[config.mk]
export PLATFORM = sky130hd
export DESIGN_NAME = mem_port_arbiter_flat
export DESIGN_NICKNAME = d
export VERILOG_FILES = /design/src/rtl/mem_arb_pkg.sv /design/src/rtl/mem_port_arbiter_if.sv /design/src/rtl/mem_arb_prio.sv /design/src/rtl/mem_port_arbiter.sv /design/src/flat_wrapper.sv
export SDC_FILE = /design/constraint.sdc
export NUM_CORES = 1
export LEC_CHECK = 0
export CAP_MARGIN = 15
export CORE_MARGIN = 1.5
export CORE_UTILIZATION = 43
export CTS_BUF_LIST = sky130_fd_sc_hd__clkbuf_2 sky130_fd_sc_hd__clkbuf_4 sky130_fd_sc_hd__clkbuf_8
export DETAILED_ROUTE_END_ITERATION = 16
export GPL_TIMING_DRIVEN = 0
export PLACE_DENSITY = 0.91
export SLEW_MARGIN = 25
export SYNTH_ARGS = -nofsm -noshare
export SYNTH_HDL_FRONTEND = slang
export SYNTH_SLANG_ARGS = --single-unit
[constraint.sdc]
create_clock -name clk -period 5.7 [get_ports clk]
set_input_delay 0.57 -clock clk [delete_from_list [all_inputs] [get_ports clk]]
set_output_delay 0.57 -clock clk [all_outputs]
set_load 0.03 [all_outputs]
[src/rtl/mem_arb_pkg.sv]
// rtl/mem_arb_pkg.sv - shared types and widths for the memory port arbiter
package mem_arb_pkg;

    localparam int ADDR_W_DEF = 32;
    localparam int DATA_W_DEF = 32;

    typedef enum logic [1:0] {
        IDLE,
        BUSY_I,
        BUSY_D,
        DONE
    } arb_state_t;

    typedef enum logic {
        SRC_IF,
        SRC_D
    } grant_src_t;

    // Smallest counter width able to hold max_val (at least one bit).
    function automatic int cnt_width(input int max_val);
        return (max_val < 2) ? 1 : $clog2(max_val + 1);
    endfunction

endpackage

[src/rtl/mem_port_arbiter_if.sv]
// rtl/mem_port_arbiter_if.sv - requester, memory and pipeline signals of the arbiter
interface mem_port_arbiter_if
    import mem_arb_pkg::*;
#(
    parameter int ADDR_W = ADDR_W_DEF,
    parameter int DATA_W = DATA_W_DEF
) ();

    logic              if_req;
    logic [ADDR_W-1:0] if_adr;
    logic [DATA_W-1:0] if_rdata;
    logic              if_done;

    logic              d_req;
    logic              d_we;
    logic [ADDR_W-1:0] d_adr;
    logic [DATA_W-1:0] d_wdata;
    logic [DATA_W-1:0] d_rdata;
    logic              d_done;

    logic              mem_req;
    logic              mem_we;
    logic [ADDR_W-1:0] mem_adr;
    logic [DATA_W-1:0] mem_wdata;
    logic              mem_ack;
    logic [DATA_W-1:0] mem_rdata;

    logic              stall;
    logic              err;

    // Arbiter side.
    modport slave (
        input  if_req, if_adr, d_req, d_we, d_adr, d_wdata, mem_ack, mem_rdata,
        output if_rdata, if_done, d_rdata, d_done,
        output mem_req, mem_we, mem_adr, mem_wdata, stall, err
    );

    // Requesters, memory and pipeline side.
    modport master (
        output if_req, if_adr, d_req, d_we, d_adr, d_wdata, mem_ack, mem_rdata,
        input  if_rdata, if_done, d_rdata, d_done,
        input  mem_req, mem_we, mem_adr, mem_wdata, stall, err
    );

endinterface

[src/rtl/mem_arb_prio.sv]
// rtl/mem_arb_prio.sv - fetch/data priority select with saturating starvation counter
module mem_arb_prio
    import mem_arb_pkg::*;
#(
    parameter  int STARVE_MAX = 3,
    localparam int CNT_W      = cnt_width(STARVE_MAX)
) (
    input  logic             clk,
    input  logic             reset,
    input  logic             if_req,
    input  logic             d_req,
    input  logic             grant,
    output grant_src_t       src,
    output logic [CNT_W-1:0] starve_cnt
);

    logic at_max;

    assign at_max = (starve_cnt == CNT_W'(STARVE_MAX));

    // Data wins contention until fetch has been passed over STARVE_MAX times.
    always_comb begin
        src = SRC_D;
        if (if_req && (!d_req || at_max)) begin
            src = SRC_IF;
        end
    end

    always_ff @(posedge clk or posedge reset) begin
        if (reset) begin
            starve_cnt <= '0;
        end else if (grant) begin
            if (src == SRC_IF) begin
                starve_cnt <= '0;
            end else if (if_req && !at_max) begin
                starve_cnt <= starve_cnt + 1'b1;
            end
        end
    end

endmodule

[src/rtl/mem_port_arbiter.sv]
// rtl/mem_port_arbiter.sv - shares one memory port between fetch and data requesters
module mem_port_arbiter
    import mem_arb_pkg::*;
#(
    parameter int ADDR_W          = ADDR_W_DEF,
    parameter int DATA_W          = DATA_W_DEF,
    parameter int STARVE_MAX      = 3,
    parameter int TIMEOUT         = 255,
    parameter int DATA_REGION_BIT = 31
) (
    input  logic                clk,
    input  logic                reset,
    mem_port_arbiter_if.slave   bus
);

    localparam int TO_W = cnt_width(TIMEOUT);
    localparam int SC_W = cnt_width(STARVE_MAX);
    localparam logic [ADDR_W-1:0] REGION_MASK =
        (DATA_REGION_BIT < ADDR_W) ? (ADDR_W'(1) << DATA_REGION_BIT) : '0;

    arb_state_t      state;
    grant_src_t      src;
    logic [TO_W-1:0] to_cnt;
    logic [SC_W-1:0] starve_cnt_unused;
    logic            any_req;
    logic            grant;
    logic            timed_out;
    logic            finish;

    assign any_req   = bus.if_req | bus.d_req;
    assign grant     = (state == IDLE) && any_req;
    assign timed_out = (TIMEOUT != 0) && (to_cnt == TO_W'(TIMEOUT - 1));
    assign finish    = bus.mem_ack || timed_out;

    mem_arb_prio #(
        .STARVE_MAX (STARVE_MAX)
    ) u_prio (
        .clk        (clk),
        .reset      (reset),
        .if_req     (bus.if_req),
        .d_req      (bus.d_req),
        .grant      (grant),
        .src        (src),
        .starve_cnt (starve_cnt_unused)
    );

    always_ff @(posedge clk or posedge reset) begin
        if (reset) begin
            state         <= IDLE;
            to_cnt        <= '0;
            bus.mem_req   <= 1'b0;
            bus.mem_we    <= 1'b0;
            bus.mem_adr   <= '0;
            bus.mem_wdata <= '0;
            bus.if_rdata  <= '0;
            bus.d_rdata   <= '0;
            bus.if_done   <= 1'b0;
            bus.d_done    <= 1'b0;
            bus.stall     <= 1'b0;
            bus.err       <= 1'b0;
        end else begin
            case (state)
                IDLE: begin
                    bus.if_done <= 1'b0;
                    bus.d_done  <= 1'b0;
                    to_cnt      <= '0;
                    bus.stall   <= any_req;
                    if (any_req) begin
                        bus.mem_req <= 1'b1;
                        if (src == SRC_IF) begin
                            state       <= BUSY_I;
                            bus.mem_adr <= bus.if_adr;
                            bus.mem_we  <= 1'b0;
                        end else begin
                            state         <= BUSY_D;
                            bus.mem_adr   <= bus.d_adr | REGION_MASK;
                            bus.mem_we    <= bus.d_we;
                            bus.mem_wdata <= bus.d_wdata;
                        end
                    end
                end
                BUSY_I, BUSY_D: begin
                    // An ack on the timeout cycle still counts as a normal completion.
                    if (finish) begin
                        state       <= DONE;
                        to_cnt      <= '0;
                        bus.mem_req <= 1'b0;
                        bus.stall   <= 1'b0;
                        if (!bus.mem_ack) begin
                            bus.err <= 1'b1;
                        end
                        if (state == BUSY_I) begin
                            bus.if_done  <= 1'b1;
                            bus.if_rdata <= bus.mem_ack ? bus.mem_rdata : '0;
                        end else begin
                            bus.d_done  <= 1'b1;
                            bus.d_rdata <= bus.mem_ack ? bus.mem_rdata : '0;
                        end
                    end else begin
                        to_cnt <= to_cnt + 1'b1;
                    end
                end
                DONE: begin
                    bus.if_done <= 1'b0;
                    bus.d_done  <= 1'b0;
                    bus.stall   <= any_req;
                    state       <= IDLE;
                end
                default: begin
                    state <= IDLE;
                end
            endcase
        end
    end

endmodule

[src/flat_wrapper.sv]
// flat-port wrapper written by rule: the top's interface ports become plain ports
module mem_port_arbiter_flat import mem_arb_pkg::*;
#(
    parameter int ADDR_W          = ADDR_W_DEF,
    parameter int DATA_W          = DATA_W_DEF,
    parameter int STARVE_MAX      = 3,
    parameter int TIMEOUT         = 255,
    parameter int DATA_REGION_BIT = 31
)
  (clk, reset, bus_if_req, bus_if_adr, bus_d_req, bus_d_we, bus_d_adr, bus_d_wdata, bus_mem_ack, bus_mem_rdata, bus_if_rdata, bus_if_done, bus_d_rdata, bus_d_done, bus_mem_req, bus_mem_we, bus_mem_adr, bus_mem_wdata, bus_stall, bus_err);
  mem_port_arbiter_if #(.ADDR_W(ADDR_W), .DATA_W(DATA_W)) bus_i ();
  input  logic clk;
  input  logic reset;
  input wire logic [$bits(bus_i.if_req)-1:0] bus_if_req;
  input wire logic [$bits(bus_i.if_adr)-1:0] bus_if_adr;
  input wire logic [$bits(bus_i.d_req)-1:0] bus_d_req;
  input wire logic [$bits(bus_i.d_we)-1:0] bus_d_we;
  input wire logic [$bits(bus_i.d_adr)-1:0] bus_d_adr;
  input wire logic [$bits(bus_i.d_wdata)-1:0] bus_d_wdata;
  input wire logic [$bits(bus_i.mem_ack)-1:0] bus_mem_ack;
  input wire logic [$bits(bus_i.mem_rdata)-1:0] bus_mem_rdata;
  output wire logic [$bits(bus_i.if_rdata)-1:0] bus_if_rdata;
  output wire logic [$bits(bus_i.if_done)-1:0] bus_if_done;
  output wire logic [$bits(bus_i.d_rdata)-1:0] bus_d_rdata;
  output wire logic [$bits(bus_i.d_done)-1:0] bus_d_done;
  output wire logic [$bits(bus_i.mem_req)-1:0] bus_mem_req;
  output wire logic [$bits(bus_i.mem_we)-1:0] bus_mem_we;
  output wire logic [$bits(bus_i.mem_adr)-1:0] bus_mem_adr;
  output wire logic [$bits(bus_i.mem_wdata)-1:0] bus_mem_wdata;
  output wire logic [$bits(bus_i.stall)-1:0] bus_stall;
  output wire logic [$bits(bus_i.err)-1:0] bus_err;
  assign bus_i.if_req = bus_if_req;
  assign bus_i.if_adr = bus_if_adr;
  assign bus_i.d_req = bus_d_req;
  assign bus_i.d_we = bus_d_we;
  assign bus_i.d_adr = bus_d_adr;
  assign bus_i.d_wdata = bus_d_wdata;
  assign bus_i.mem_ack = bus_mem_ack;
  assign bus_i.mem_rdata = bus_mem_rdata;
  assign bus_if_rdata = bus_i.if_rdata;
  assign bus_if_done = bus_i.if_done;
  assign bus_d_rdata = bus_i.d_rdata;
  assign bus_d_done = bus_i.d_done;
  assign bus_mem_req = bus_i.mem_req;
  assign bus_mem_we = bus_i.mem_we;
  assign bus_mem_adr = bus_i.mem_adr;
  assign bus_mem_wdata = bus_i.mem_wdata;
  assign bus_stall = bus_i.stall;
  assign bus_err = bus_i.err;
  mem_port_arbiter #(.ADDR_W(ADDR_W), .DATA_W(DATA_W), .STARVE_MAX(STARVE_MAX), .TIMEOUT(TIMEOUT), .DATA_REGION_BIT(DATA_REGION_BIT)) u_core (.clk(clk), .reset(reset), .bus(bus_i));
endmodule
# Word level (Yosys, flattened, before mapping)
# Index checks and enable logic that the tools add are counted.
# Widths: inputs -> output; s select.
# totals
reg_bits,146
out_inout_bits,134
# op_classes
add_sub_neg,2
n_eq_ne,9
muxes,21
bitwise_logic,4
n_reduce_logical,22
# op_table
op,n
$mux 32,2
$pmux 8 s2,1
$reduce_and 3->1,5
$mux 2,5
$reduce_and 2->1,5
$add 8x1->8 const B,1
$eq 8x8->1 const B,1
$mux 8,1
$pmux 1 s2,4
$mux 1,7
$eq 2x2->1 const B,3
$ne 2x1->1 const B,3
$pmux 2 s3,1
$reduce_bool 2->1,2
$reduce_or 2->1,2
$logic_and 1x1->1,3
$not 1->1,3
$add 2x1->2 const B,1
$eq 2x1->1 const B,1
$logic_not 1->1,2
$logic_not 2->1,1
$logic_or 1x1->1,2
$ne 2x2->1 const B,1
$or 1x1->1,1

# Longest topological paths before layout
# Gate-level depths: netlist (run 1).
# logic_depth
depth_word,6
ltp_mapped,7

# Cells and area by module
# A second synthesis (run 1) with hierarchy kept.
# unflattened
cells_unflattened,461
hier_area_um2,6055.8
# modules_own_cells
mod,instances,cells_each,area_per_inst_um2,seq_area_each_um2
mem_port_arbiter,1,449,5940.7,3603.5
mem_arb_prio,1,12,115.1,50.0

# Worst setup path before layout (run 1)
# OpenSTA, ideal clock, no wires.
# synth_path
path_kind,register -> register
from,register u_core.state[1]
to,register u_core.bus.mem_wdata[10]
setup_ns,0.127
t_arrival_ns,1.516
required_ns,5.573
setup_slack_ns,4.056
path_stages_with_launch,7
n_path_buf,1
period_less_slack_ns,1.644
path_cell_list,dfrtp_1 > inv_1 > ha_1 > o21ai_2 > a21oi_4 > buf_6 > mux2_1
# synth_between
elab_chain_cells,2
# synth_lines
element,line_no,source
"start, declared",mem_port_arbiter.sv:21,arb_state_t state;
"start signal, assigned",mem_port_arbiter.sv:49,state <= IDLE;
"start signal, assigned",mem_port_arbiter.sv:71,state <= BUSY_I;
"start signal, assigned",mem_port_arbiter.sv:75,state <= BUSY_D;
$logic_not 2->1,mem_port_arbiter.sv:62,case (state)
$reduce_and 3->1 (no line),-,
"end signal, assigned",mem_port_arbiter.sv:78,bus.mem_wdata <= bus.d_wdata;
"end, declared",mem_port_arbiter_if.sv:35,"output mem_req, mem_we, mem_adr, mem_wdata, stall, err"
# No other way between the ends.
# A chain may end at the register's enable or synchronous reset.

# Worst setup path after layout (run 1)
# layout_path
from,register u_core.bus.mem_we
to,output bus_mem_we
# layout_rtl
element,line_no,source
"start, declared",mem_port_arbiter_if.sv:35,
"start signal, assigned",mem_port_arbiter.sv:77,bus.mem_we <= bus.d_we;
"end, declared",flat_wrapper.sv:27,output wire logic [$bits(bus_i.mem_we)-1:0] bus_mem_we;
# No word-level cell between the ends.

==> qor.txt, run 1 <==
Status = completed
Site row count = 43
Die area = 14800 um2
Distinct cells, synth = 44
DRT iter0 DRCs = 317
Fin crit share = 0.368
Final nets = 881
Finish-stage setup viols = 0
Synthesis warning total = 0
Worst Skew = 0.00913 ns
Total power = 5.58 mW
Worst path bufs/invs = 1
I/O Pins = 268
Syn_nets = 595
CTS Sinks = 146
WL final = 17.4 mm
Clock Pin Slew Worst Setup and Hold Paths = 0.09 ns
Number of I/O port buffers = 266
WL/cell = 18.7 um
Crit-path max cell delay = 0.70 ns
Vias in the first global route = 5360
Top-area cell type share of the netlist area = 0.603
Fmax = 477 MHz
Required time worst endpoint = 5.13 ns
MaxCap Viol Count = 0
Worst setup slack after placement = 3.39 ns
Syn avg cell area = 13.3 um2
Post-route ant nets = 0
Pin count of the biggest net entering global routing = 81
Commonest non-fill, non-tap cell in the layout = clkdlybuf4s50_1
Total GRT Usage = 0.237
Die H = 122 um
Drt drc = 0
Slowest CP cell = clkdlybuf4s50_1
Overflow after GRT = 0
Clk Tree Root Cell = clkbuf_8
Worst-path cell chain = clkdlybuf4s50_1
Maximum fanout along the worst path = 2
Crit path kind = reg2out
CP arrival = 1.52 ns
Worst Tran Pin Value = 0.506 ns
Initial antenna violation count = 0
Postcts setup bufs = 0
Filler cell count = 956
Most frequent cells in the layout = clkdlybuf4s50_1, dfrtp_1, a32o_1, nand2_1, o21ai_0
Starting Density = 0.438
Cells after Synth = 454
Cell count after placement = 901
Min cycle time layout = 2.09 ns
RSZ-0062 raised after global routing = no
Worst skew pair latency = 0.43 ns
Die Width = 122 um
Ant. Diodes = 0
Detailed Routing Iterations Pass 1 = 4
Final worst slack = 3.61 ns
Max H-tree Level = 4
Synth Register Bits = 146
Post-Syn Area = 6060 um2
Hold Fails Final Rpt = 0
Worst Setup End Kind = primary output
DR vias = 5034
Startpoint Class = register
Synth-to-Final Area Change = 54.5%
First-pass GRT wire length = 27.2 mm
Core area = 13800 um2
Leak Pwr = 4.09 nW
Sequential cell area fraction in the yosys report = 0.603
Hold Buf Count CTS = 0
Post-Layout Cell Count = 933
Placer congestion estimate = 0.820
Largest area contributor in the netlist = dfrtp_1
CP top delay family = buffers and inverters
Fin. max-slew vios = 0
Pwr Density = 595 nW/um2
CTS tree = done
Post-cts sizing count = 0
Leading post-synthesis cells by cell area = dfrtp_1, a32o_1, mux2_1
Min-delay worst type = reg2reg
Layout cells sized above 1 = 0.101
Worst VDD drop = 330 uV
Vias per cell = 5.40
Deepest clock path buffer count = 2
Worst slew margin = 0.662
Dpl hpwl = 13.3 mm
Cts bufs inserted = 17
==> per-stage QoR <==
stage,util,setup TNS (ns),area [um2],hold WS [ns]
2_1_floorplan,-,0,6060,0.477
3_3_place_gp,0.647,-70.83,8950,0.459
3_5_place_dp,0.650,0,8980,0.469
4_1_cts,0.677,0,9360,0.488
5_1_grt,0.677,0,9360,0.506
6_report,0.677,0,9360,0.485
==> per-layer routing <==
metal,vias to the layer above,part of all wire,GRT usage
met5,-,0,0
met4,0,0.010,0.0699
met3,15,0.078,0.0721
met2,217,0.53,0.425
met1,2538,0.38,0.273
li1,2264,-,-
==> worst register-to-register path: cells and delay by family, from the launching register on <==
family          cells  cell delay (ns)
buf+inv             2             0.34
flops               1             0.40
mux                 1             0.35
fa+ha+maj           1             0.28
compound gates      2             0.43
==> logic make-up after synthesis <==
group	share of synthesized area
buffers and inverters	0.0411
AND/OR/NAND/NOR	0.0539
flip-flops	0.603
XOR/XNOR	0.00289
AO/OA/AOI/OAI	0.172
adder cells (fa/ha/maj)	0.0145
multiplexers	0.113
==> where the power goes <==
group          total (mW)  internal [mW]  switching [mW]  leakage (nW)
logic                3.00           1.30            1.70          2.10
registers            1.80           1.51           0.288          1.80
clock network       0.780          0.358           0.422         0.188
total                5.58           3.17            2.41          4.09
==> path summary, 6_finish.rpt <==
kind                                                        endpoint                                from  cells after the start  slack [ns]
min in group asynchronous       u_core.bus.mem_wdata[25]$_DFFE_PP0P_                               reset                      2        0.57
max in group asynchronous        u_core.bus.if_rdata[29]$_DFFE_PP0P_                               reset                      3        4.39
worst min-delay path              u_core.bus.mem_adr[15]$_DFFE_PP0P_  u_core.bus.mem_adr[15]$_DFFE_PP0P_                      2        0.49
worst max-delay path                                      bus_mem_we       u_core.bus.mem_we$_DFFE_PP0P_                      1        3.61
worst min register to register    u_core.bus.mem_adr[15]$_DFFE_PP0P_  u_core.bus.mem_adr[15]$_DFFE_PP0P_                      2        0.49
worst max register to register  u_core.bus.mem_wdata[14]$_DFFE_PP0P_         u_core.state[1]$_DFFE_PP0P_                      6        3.79
==> cell type report <==
cell class / count / area [um2] / share of cell area
Multi-Input combinational cell: 267 / 2160 / 0.230
Tap cell: 180 / 225 / 0.0241
Timing Repair Buffer: 267 / 2690 / 0.287
Clock inverter: 15 / 146 / 0.0156
Buffer: 34 / 223 / 0.0238
Sequential cell: 146 / 3650 / 0.390
Clock buffer: 17 / 234 / 0.0250
Inverter: 7 / 33.8 / 0.00361
==> Yosys cell counts (all sizes together) <==
master	number
o21ai	41
mux2	33
o22a	2
o2bb2ai	1
o22ai	1
and2	2
xnor2	2
a41oi	1
dfrtp	146
mux2i	31
nor4	1
nand4	1
o41ai	1
a221oi	1
a22o	20
buf	25
a32o	46
nand2	40
a21oi	4
ha	7
nand2b	3
o31ai	2
o21a	1
o21bai	2
or3	1
nor3	2
nand3	4
clkbuf	9
a32oi	1
or2	1
inv	7
and4	1
nor2	11
a21o	3
==> registers in the layout, summed over array words and instances, names as in the netlist <==
register / cells
u_core.bus.d_rdata: 32
u_core.bus.if_rdata: 32
u_core.bus.mem_adr: 32
u_core.bus.mem_wdata: 32
u_core.to_cnt: 8
u_core.state: 2
u_core.u_prio.starve_cnt: 2
u_core.bus.d_done: 1
u_core.bus.err: 1
u_core.bus.if_done: 1
u_core.bus.mem_req: 1
u_core.bus.mem_we: 1
u_core.bus.stall: 1
(Power assumes the default switching activity.)
==> run 2, diff against run 1 <==
==> constraint.sdc (replaced) <==
create_clock -name clk -period 2.1 [get_ports clk]
set_input_delay 0.21 -clock clk [delete_from_list [all_inputs] [get_ports clk]]
set_output_delay 0.21 -clock clk [all_outputs]
set_load 0.03 [all_outputs]
==> run 2 against run 1 <==
  * Utilization up 0.69 points
  * Non-clock buffer count up 3
  * Register-to-register slack worse by 3.6 ns
  * Setup slack worse by 3.4 ns
  * Sequential cell count unchanged
  * Clock-buffer cell count unchanged
  * Critical path type is now reg2reg
  * Critical endpoint is now u_core.bus.mem_wdata[9]$_DFFE_PP0P_
  * Highest routed layer unchanged
==> qor.txt, run 2 (same netlist as run 1, synthesis figures left out) <==
Postcts setup bufs = 0 (unchanged)
WL/cell = 18.3 um (-1.9%)
Pin count of the biggest net entering global routing = 35 (-57%)
RSZ-0062 raised after global routing = no
Vias in the first global route = 5222 (-2.6%)
Pwr Density = 1630 nW/um2 (+170%)
Die area = 14800 um2 (unchanged)
Min cycle time layout = 1.92 ns
Worst setup slack after placement = 0.158 ns (-3.23 ns)
Finish-stage setup viols = 0 (unchanged)
Slowest CP cell = dfrtp_1
Deepest clock path buffer count = 2 (unchanged)
Overflow after GRT = 0 (unchanged)
Hold Buf Count CTS = 0 (unchanged)
DP Area = 9030 um2 (+0.54%)
Clock Pin Slew Worst Setup and Hold Paths = 0.09 ns (about the same)
CP top delay family = compound AO/OA/AOI/OAI gates
Worst Skew = 0.0142 ns (+0.00507 ns)
Worst path bufs/invs = 2 (+1)
Hold Fails Final Rpt = 0 (unchanged)
Final nets = 884 (+0.34%)
Fin. max-slew vios = 0 (unchanged)
Drt drc = 0 (unchanged)
Cts bufs inserted = 17 (unchanged)
Worst VDD drop = 974 uV (+200%)
Post-cts sizing count = 0 (unchanged)
Min-delay worst type = in2async
Total GRT Usage = 0.234 (-0.00264)
Ant. Diodes = 0 (unchanged)
Worst-path cell chain = inv_1 > ha_1 > o21ai_2 > a21oi_4 > buf_6 > mux2_1
Max H-tree Level = 4 (unchanged)
Crit path kind = reg2reg
Core area = 13800 um2 (unchanged)
Die Width = 122 um (unchanged)
DR vias = 5029 (-0.099%)
First-pass GRT wire length = 26.5 mm (-2.6%)
CTS Sinks = 146 (unchanged)
Die H = 122 um (unchanged)
I/O Pins = 268 (unchanged)
Layout cells sized above 1 = 0.104 (+0.00357)
Worst slew margin = 0.621 (-0.0412)
Dpl hpwl = 13.2 mm (-0.79%)
Cell count after placement = 904 (+0.33%)
WL final = 17.1 mm (-1.6%)
Worst Setup End Kind = register
MaxCap Viol Count = 0 (unchanged)
Placer congestion estimate = 0.839 (+2.3%)
Detailed Routing Iterations Pass 1 = 5 (+1)
Filler cell count = 937 (-2.0%)
Fin crit share = 0.914
Commonest non-fill, non-tap cell in the layout = clkdlybuf4s50_1
Crit-path max cell delay = 0.40 ns (-0.30 ns)
CP arrival = 2.24 ns (+0.72 ns)
Fin Hold WS = 0.164 ns (-0.321 ns)
Layout Utilization = 0.684 (+0.00688)
Status = completed
Required time worst endpoint = 2.42 ns (-2.71 ns)
Worst skew pair latency = 0.45 ns (+0.02 ns)
CTS tree = done
Most frequent cells in the layout = clkdlybuf4s50_1, dfrtp_1, a32o_1, nand2_1, o21ai_0
Post-Layout Cell Count = 936 (+0.32%)
Vias per cell = 5.37 (-0.42%)
Startpoint Class = register
Worst Tran Pin Value = 0.567 ns (+0.0607 ns)
Fmax = 521 MHz
Site row count = 43 (unchanged)
Number of I/O port buffers = 266 (unchanged)
Starting Density = 0.438 (unchanged)
Synth-to-Final Area Change = 56.1%
Initial antenna violation count = 0 (unchanged)
Final instance area = 9460 um2 (+1.0%)
Clk Tree Root Cell = clkbuf_8
Leak Pwr = 4.14 nW (+1.1%)
DRT iter0 DRCs = 284 (-10%)
Final worst slack = 0.181 ns (-3.42 ns)
Post-route ant nets = 0 (unchanged)
Maximum fanout along the worst path = 10 (+8)
## run 2: worst reg2reg max path: cells and delay by family (launching register included)
| family | cells | cell delay (ns) |
|---|---|---|
| adders and majority gates | 1 | 0.27 |
| buffers and inverters | 2 | 0.34 |
| DFF | 1 | 0.40 |
| muxes | 1 | 0.37 |
| AOI/OAI and AO/OA | 2 | 0.41 |
## run 2: worst paths after layout
path	start	endpoint	slack, ns	cells past startpoint
worst max-delay path	u_core.state[1]$_DFFE_PP0P_	u_core.bus.mem_wdata[9]$_DFFE_PP0P_	0.18	6
worst min-delay path	reset	u_core.bus.mem_wdata[22]$_DFFE_PP0P_	0.16	2
worst max register to register	u_core.state[1]$_DFFE_PP0P_	u_core.bus.mem_wdata[9]$_DFFE_PP0P_	0.18	6
worst min register to register	u_core.bus.mem_adr[31]$_DFFE_PP0P_	u_core.bus.mem_adr[31]$_DFFE_PP0P_	0.48	2
max in group asynchronous	reset	u_core.bus.mem_adr[30]$_DFFE_PP0P_	1.15	4
min in group clk	bus_d_wdata[5]	u_core.bus.mem_wdata[5]$_DFFE_PP0P_	0.35	2
## run 2: power breakdown
group / internal, mW / switching [mW]
clock: 1.21 / 1.17
sequential: 4.11 / 0.786
combinational: 3.53 / 4.57
## run 2: layer usage
layer,vias to the layer above,global-route usage,wire (um)
li1,2272,-,-
met1,2461,0.257,6320
met2,261,0.414,8870
met3,35,0.0777,1490
met4,0,0.102,455
met5,-,0,0
## run 2: stage by stage
| step | TNS, ns | power (mW) |
|---|---|---|
| floorplan | 0 | 9.45 |
| global placement | -156.00 | 12.7 |
| detailed placement | 0 | 13.0 |
| CTS | 0 | 15.5 |
| global route | 0 | 16.1 |
| finish | 0 | 15.4 |
## run 2: cell type report
class                           count  area (um2)  share of cell area
Buffer                             34         223              0.0235
Clock buffer                       17         234              0.0247
Clock inverter                     15         193              0.0204
Inverter                            7        30.0             0.00317
Multi-Input combinational cell    267        2160               0.228
Sequential cell                   146        3650               0.386
Tap cell                          180         225              0.0238
Timing Repair Buffer              270        2740               0.290
